File: src/rtl/lsu_mem_if.sv
// lsu_mem_if: multi-cycle RV32I load/store unit between the core datapath and a
// handshaked data-memory bus. Stalls the core via busy while a bus access is in
// flight and returns sign/zero-extended load data toward the register file.
// Optional build macro: LSU_MISALIGN_TRAP_EN -- when defined, misaligned
// halfword/word accesses are trapped (err=1, misalign=1) without touching the bus;
// when undefined the offending low address bits are ignored.
module lsu_mem_if #(
    parameter int TIMEOUT_CYCLES = 255
) (
    input  logic        clk,
    input  logic        reset,
    input  logic        req_valid,
    input  logic        req_write,
    input  logic [2:0]  funct3,
    input  logic [31:0] addr,
    input  logic [31:0] wdata,
    output logic        busy,
    output logic        done,
    output logic        rd_we,
    output logic [31:0] rdata_wb,
    output logic        err,
    output logic        misalign,
    output logic        mem_req,
    output logic        mem_we,
    output logic [31:0] mem_addr,
    output logic [3:0]  mem_be,
    output logic [31:0] mem_wdata,
    input  logic        mem_ack,
    input  logic [31:0] mem_rdata
);

    localparam int CW = $clog2(TIMEOUT_CYCLES + 1);
    // Value of the counter during the last ACCESS cycle before the abort.
    localparam logic [CW-1:0] CNT_LAST = CW'(TIMEOUT_CYCLES - 1);

    typedef enum logic [1:0] {
        S_IDLE   = 2'd0,
        S_ACCESS = 2'd1,
        S_RESP   = 2'd2
    } state_t;

    state_t         state_q, state_d;
    logic [CW-1:0]  cnt_q, cnt_d;
    logic           write_q;
    logic [2:0]     f3_q;
    logic [1:0]     alo_q;
    logic           mem_req_q;
    logic           mem_we_q;
    logic [31:0]    mem_addr_q;
    logic [3:0]     mem_be_q;
    logic [31:0]    mem_wdata_q;
    logic [31:0]    rdata_q;
    logic           err_q;

    logic           legal_w;
    logic           trap_w;
    logic           start_bus_w;

    // Loads: LB LH LW LBU LHU. Stores: SB SH SW.
    function automatic logic is_legal(input logic wr, input logic [2:0] f3);
        if (wr) begin
            return (f3 == 3'b000) || (f3 == 3'b001) || (f3 == 3'b010);
        end
        return (f3 == 3'b000) || (f3 == 3'b001) || (f3 == 3'b010) ||
               (f3 == 3'b100) || (f3 == 3'b101);
    endfunction

    // Byte enables for a store; size code is funct3[1:0].
    function automatic logic [3:0] store_be(input logic [1:0] sz, input logic [1:0] a);
        case (sz)
            2'b00:   return 4'b0001 << a;
            2'b01:   return a[1] ? 4'b1100 : 4'b0011;
            default: return 4'b1111;
        endcase
    endfunction

    // Store data replicated across every lane so the byte enables pick the target.
    function automatic logic [31:0] store_lanes(input logic [1:0] sz, input logic [31:0] d);
        case (sz)
            2'b00:   return {4{d[7:0]}};
            2'b01:   return {2{d[15:0]}};
            default: return d;
        endcase
    endfunction

    // Lane selection plus sign/zero extension of the returned bus word.
    function automatic logic [31:0] load_extend(input logic [2:0] f3, input logic [1:0] a,
                                                input logic [31:0] w);
        logic [7:0]  b;
        logic [15:0] h;
        case (a)
            2'd0:    b = w[7:0];
            2'd1:    b = w[15:8];
            2'd2:    b = w[23:16];
            default: b = w[31:24];
        endcase
        h = a[1] ? w[31:16] : w[15:0];
        case (f3)
            3'b000:  return {{24{b[7]}}, b};
            3'b001:  return {{16{h[15]}}, h};
            3'b100:  return {24'b0, b};
            3'b101:  return {16'b0, h};
            default: return w;
        endcase
    endfunction

`ifdef LSU_MISALIGN_TRAP_EN
    logic misalign_q;

    // Halfword needs addr[0]=0, word needs addr[1:0]=0.
    function automatic logic is_misaligned(input logic [1:0] sz, input logic [1:0] a);
        case (sz)
            2'b01:   return a[0];
            2'b10:   return a != 2'b00;
            default: return 1'b0;
        endcase
    endfunction

    assign trap_w   = legal_w & is_misaligned(funct3[1:0], addr[1:0]);
    assign misalign = misalign_q;
`else
    assign trap_w   = 1'b0;
    assign misalign = 1'b0;
`endif

    assign legal_w     = is_legal(req_write, funct3);
    assign start_bus_w = legal_w & ~trap_w;

    // State register
    always_ff @(posedge clk) begin
        if (reset) begin
            state_q <= S_IDLE;
        end else begin
            state_q <= state_d;
        end
    end

    // Next-state logic; an ack in the final ACCESS cycle still counts as success
    always_comb begin
        state_d = state_q;
        case (state_q)
            S_IDLE: begin
                if (req_valid) begin
                    state_d = start_bus_w ? S_ACCESS : S_RESP;
                end
            end
            S_ACCESS: begin
                if (mem_ack || (cnt_q == CNT_LAST)) begin
                    state_d = S_RESP;
                end
            end
            S_RESP:  state_d = S_IDLE;
            default: state_d = S_IDLE;
        endcase
    end

    // Core-facing handshake outputs decoded from state
    always_comb begin
        busy  = 1'b0;
        done  = 1'b0;
        rd_we = 1'b0;
        case (state_q)
            S_IDLE:   busy = req_valid;
            S_ACCESS: busy = 1'b1;
            S_RESP: begin
                done  = 1'b1;
                rd_we = ~write_q & ~err_q;
            end
            default: ;
        endcase
    end

    // Timeout counter runs only while waiting in ACCESS
    always_comb begin
        cnt_d = '0;
        if ((state_q == S_ACCESS) && !mem_ack && (cnt_q != CNT_LAST)) begin
            cnt_d = cnt_q + CW'(1);
        end
    end

    // Request capture, bus drive and response registers
    always_ff @(posedge clk) begin
        if (reset) begin
            cnt_q       <= '0;
            write_q     <= 1'b0;
            f3_q        <= 3'b000;
            alo_q       <= 2'b00;
            mem_req_q   <= 1'b0;
            mem_we_q    <= 1'b0;
            mem_addr_q  <= '0;
            mem_be_q    <= 4'b0000;
            mem_wdata_q <= '0;
            rdata_q     <= '0;
            err_q       <= 1'b0;
`ifdef LSU_MISALIGN_TRAP_EN
            misalign_q  <= 1'b0;
`endif
        end else begin
            cnt_q <= cnt_d;
            case (state_q)
                S_IDLE: begin
                    if (req_valid) begin
                        write_q <= req_write;
                        f3_q    <= funct3;
                        alo_q   <= addr[1:0];
                        rdata_q <= '0;
                        err_q   <= ~legal_w | trap_w;
`ifdef LSU_MISALIGN_TRAP_EN
                        misalign_q <= trap_w;
`endif
                        if (start_bus_w) begin
                            mem_req_q   <= 1'b1;
                            mem_we_q    <= req_write;
                            mem_addr_q  <= {addr[31:2], 2'b00};
                            mem_be_q    <= req_write ? store_be(funct3[1:0], addr[1:0]) : 4'b1111;
                            mem_wdata_q <= req_write ? store_lanes(funct3[1:0], wdata) : '0;
                        end
                    end
                end
                S_ACCESS: begin
                    if (mem_ack) begin
                        mem_req_q <= 1'b0;
                        err_q     <= 1'b0;
                        rdata_q   <= write_q ? '0 : load_extend(f3_q, alo_q, mem_rdata);
                    end else if (cnt_q == CNT_LAST) begin
                        mem_req_q <= 1'b0;
                        err_q     <= 1'b1;
                        rdata_q   <= '0;
                    end
                end
                default: ;
            endcase
        end
    end

    assign mem_req   = mem_req_q;
    assign mem_we    = mem_we_q;
    assign mem_addr  = mem_addr_q;
    assign mem_be    = mem_be_q;
    assign mem_wdata = mem_wdata_q;
    assign rdata_wb  = rdata_q;
    assign err       = err_q;

endmodule

File: config.mk
export PLATFORM = sky130hd
export DESIGN_NAME = lsu_mem_if
export DESIGN_NICKNAME = d
export VERILOG_FILES = /design/src/rtl/lsu_mem_if.sv
export SDC_FILE = /design/constraint.sdc
export NUM_CORES = 1
export LEC_CHECK = 0
export CORE_MARGIN = 2
export CORE_UTILIZATION = 40
export DETAILED_ROUTE_END_ITERATION = 12
export GPL_TIMING_DRIVEN = 0
export PLACE_DENSITY_LB_ADDON = 0.15
export SLEW_MARGIN = 20
export SYNTH_ARGS = -nofsm -noshare
export SYNTH_HDL_FRONTEND = slang
export SYNTH_SLANG_ARGS = --single-unit
File: constraint.sdc
create_clock -name clk -period 2.1 [get_ports clk]
set_input_delay 0.21 -clock clk [delete_from_list [all_inputs] [get_ports clk]]
set_output_delay 0.21 -clock clk [all_outputs]
set_load 0.03 [all_outputs]
==> summary.md <==
| Metric | Value |
|---|---|
| Buffers added on ports | `205` |
| Sequential area share after synthesis | `44.6%` |
| Synth area leaders | `dfxtp_1 45%, nand2_1 8.6%, a21oi_1 7.9%` |
| Detailed Route WL | `16700 um` |
| Mapped cell area | `5260 sq um` |
| Die W | `119 um` |
| Top_reg_cell synth | `dfxtp_1` |
| Worst setup margin | `0.138 ns` |
| WP data arrival | `1.75 ns` |
| Clk_skew | `0.00526 ns` |
| YS warnings | `0` |
| Avg Inst Size Synth | `8.58 sq um` |
| Cell count after synthesis | `613` |
| Placed cells | `992` |
| 1st-iter DRT viols | `370` |
| Max-cap violations | `0` |
| Finished Cell Area | `8140 sq um` |
| DRT Pass-1 Iters | `4` |
| Distinct cells, synth | `51` |
| Ant. Diodes | `0` |
| Most frequent cell after synthesis | `nand2_1` |
| WL/cell | `16.3 um` |
| Filler instances | `1113` |
| Pwr dens | `785 nW/um^2` |
| Post-synth EDFFs | `0` |
| Max Clock Freq | `0.510 GHz` |
| Clock sink count | `117` |
| Status | `finished, final reports clean` |
| Crit path kind | `reg2out` |
| CTS Buf Count | `17` |
| Row count | `41` |
| Final Instance Count excl. Fillers | `1023` |
| Total power | `6390 uW` |
| Ports | `211` |
| Initial antenna violation count | `0` |
| RSZ-0062 raised after global routing | `false` |
| Root Buffer | `clkbuf_16` |
| Slew HR | `55.1%` |
| GPL Wtd Cong | `0.912` |
| TritonCTS clock tree | `yes` |
| # setup viols final | `0` |
| DP Area | `7530 sq um` |
| Post-place setup slack | `-0.264 ns` |
| All-layer global routing usage | `24.0%` |
| Min Hold Slack | `0.160 ns` |
| Post-synth top area share | `44.6%` |
| Share of layout cells above drive strength 1 | `10.6%` |
| Die H | `119 um` |
| Req. time, crit path | `1.89 ns` |
| P_leak | `0.00293 uW` |
| Flops & latches, synth | `117` |
| Layout area overhead | `54.7%` |
| Synth area leader | `dfxtp_1` |
| Startpoint class of the critical path | `flop` |
| First-pass GRT wire length | `27000 um` |
| DIE AREA | `14100 sq um` |
| Worst slew pin tran | `0.671 ns` |
| Largest net degree at the start of global routing | `17` |
| Worst vdd ir | `0.506 mV` |
| Tcrit/Tclk final | `93.5%` |
| Max Slew Vio Count | `0` |
| Via count of the first global-routing pass | `5426` |
| Worst Path Max Fanout | `10` |
| Post-synth ARST share | `0%` |
| Core box area | `12700 sq um` |
| Final min period | `1.96 ns` |
| GRT overflow | `0` |
| Nets | `945` |
| Htree depth | `4` |
| Critical Path Sink Type | `primary output` |
| Hold WC Path Type | `in2reg` |
| Clk slew on worst S/H paths | `0.05 ns` |
| DRC | `0` |
| Most frequent cells after synthesis | `121 x nand2_1, 117 x dfxtp_1, 83 x a21oi_1` |
| Final hold vios | `0` |
| Via count | `5291` |
| Initial Utilization | `41.3%` |
| Routed Antenna Nets | `0` |
| Worst skew pair latency | `0.41 ns` |
| Hpwl dp | `12700 um` |
| DR vias/cell | `5.17` |
| Clock Path Buffers | `2` |
registers in the layout (all words and copies together) (netlist names), 2 cells and up:
| signal | cells |
|---|---|
| cnt_q | 8 |
| alo_q | 2 |
| mem_wdata | 32 |
| mem_addr | 30 |
| rdata_wb | 32 |
| state_q | 2 |
| f3_q | 3 |
| mem_be | 4 |
area by class of cell:
| class | instances | area (sq um) | share of cell area [%] |
|---|---|---|---|
| clock buffer | 21 | 460 | 5.66 |
| inverter | 4 | 15.0 | 0.185 |
| buffer | 51 | 260 | 3.20 |
| multi-input combinational | 443 | 2660 | 32.7 |
| timing repair buffer | 205 | 2050 | 25.2 |
| clock inverter | 10 | 130 | 1.60 |
| sequential | 117 | 2340 | 28.8 |
| tap | 172 | 215 | 2.65 |
timing repair:
action / 4_1_cts / 5_1_grt
hold buffers: 0 / 0
hold endpoints to repair: 0 / 0
resized for setup: 2 / 3
setup endpoints to repair: 2 / 62
buffers inserted: 0 / 0
per-layer routing:
metal	GRT usage, %	wire, um	vias up
met5	0	0	-
met1	27.7	6900	2481
met2	40.6	8140	184
met3	8.16	1380	24
li1	-	-	2602
met4	9.45	303	0
placed cells by master (no fill, tap or decap), types with 4 or more instances in the layout:
cell type / instances
clkdlybuf4s50_1: 203
nand2_1: 121
dfxtp_1: 117
a21oi_1: 82
nand3_1: 36
o21ai_0: 30
clkbuf_1: 29
mux2_2: 26
nand2b_1: 21
a22o_1: 17
clkbuf_16: 17
nor2_1: 15
o2bb2ai_1: 15
buf_2: 12
mux2i_1: 9
or3_1: 8
a21boi_0: 7
buf_4: 6
and3b_1: 6
a211o_1: 6
clkinv_2: 5
inv_1: 4
buf_6: 4
report_power, final:
part | switching (uW) | leakage [uW] | internal [uW]
logic | 603 | 0.00169 | 509
clock network | 1000 | 0.000288 | 1910
registers | 53.6 | 0.000950 | 2310
worst paths after layout:
path / from / to / slack [ns] / cells after the start
setup / recovery: state_q[1] / done / 0.14 / 3
setup reg to reg: cnt_q[3] / rdata_wb[10] / 0.20 / 5
hold / removal: req_write / mem_wdata[1] / 0.16 / 3
hold reg to reg: mem_addr[13] / mem_addr[13] / 0.45 / 2
worst max-delay path, stage by stage, from the launching register on:
cell,delay [ns]
dfxtp_1,0.32
buf_6,0.14
nor2b_1,0.18
clkdlybuf4s50_1,0.70
metrics by stage:
stage | TNS, ns | utilization, %
after CTS | 0 | 63.8
after floorplan | 0 | -
after detailed placement | -13.95 | 59.2
after global routing | 0 | 63.9
final | 0 | 63.9
after global placement | -10.87 | 59.2
cells by family (layout without fill, tap and decap cells):
| group | Yosys count | in the layout | share of synthesized area, % |
|---|---|---|---|
| simple gates | 227 | 227 | 20.8 |
| compound gates | 172 | 172 | 20.9 |
| flops | 117 | 117 | 44.6 |
| buf+inv | 55 | 291 | 5.24 |
| mux | 35 | 35 | 7.28 |
| xor+xnor | 4 | 4 | 0.666 |
| fa+ha+maj | 2 | 2 | 0.476 |
| other cells | 1 | 3 | 0.0713 |
Power figures use the tool's default switching activity.
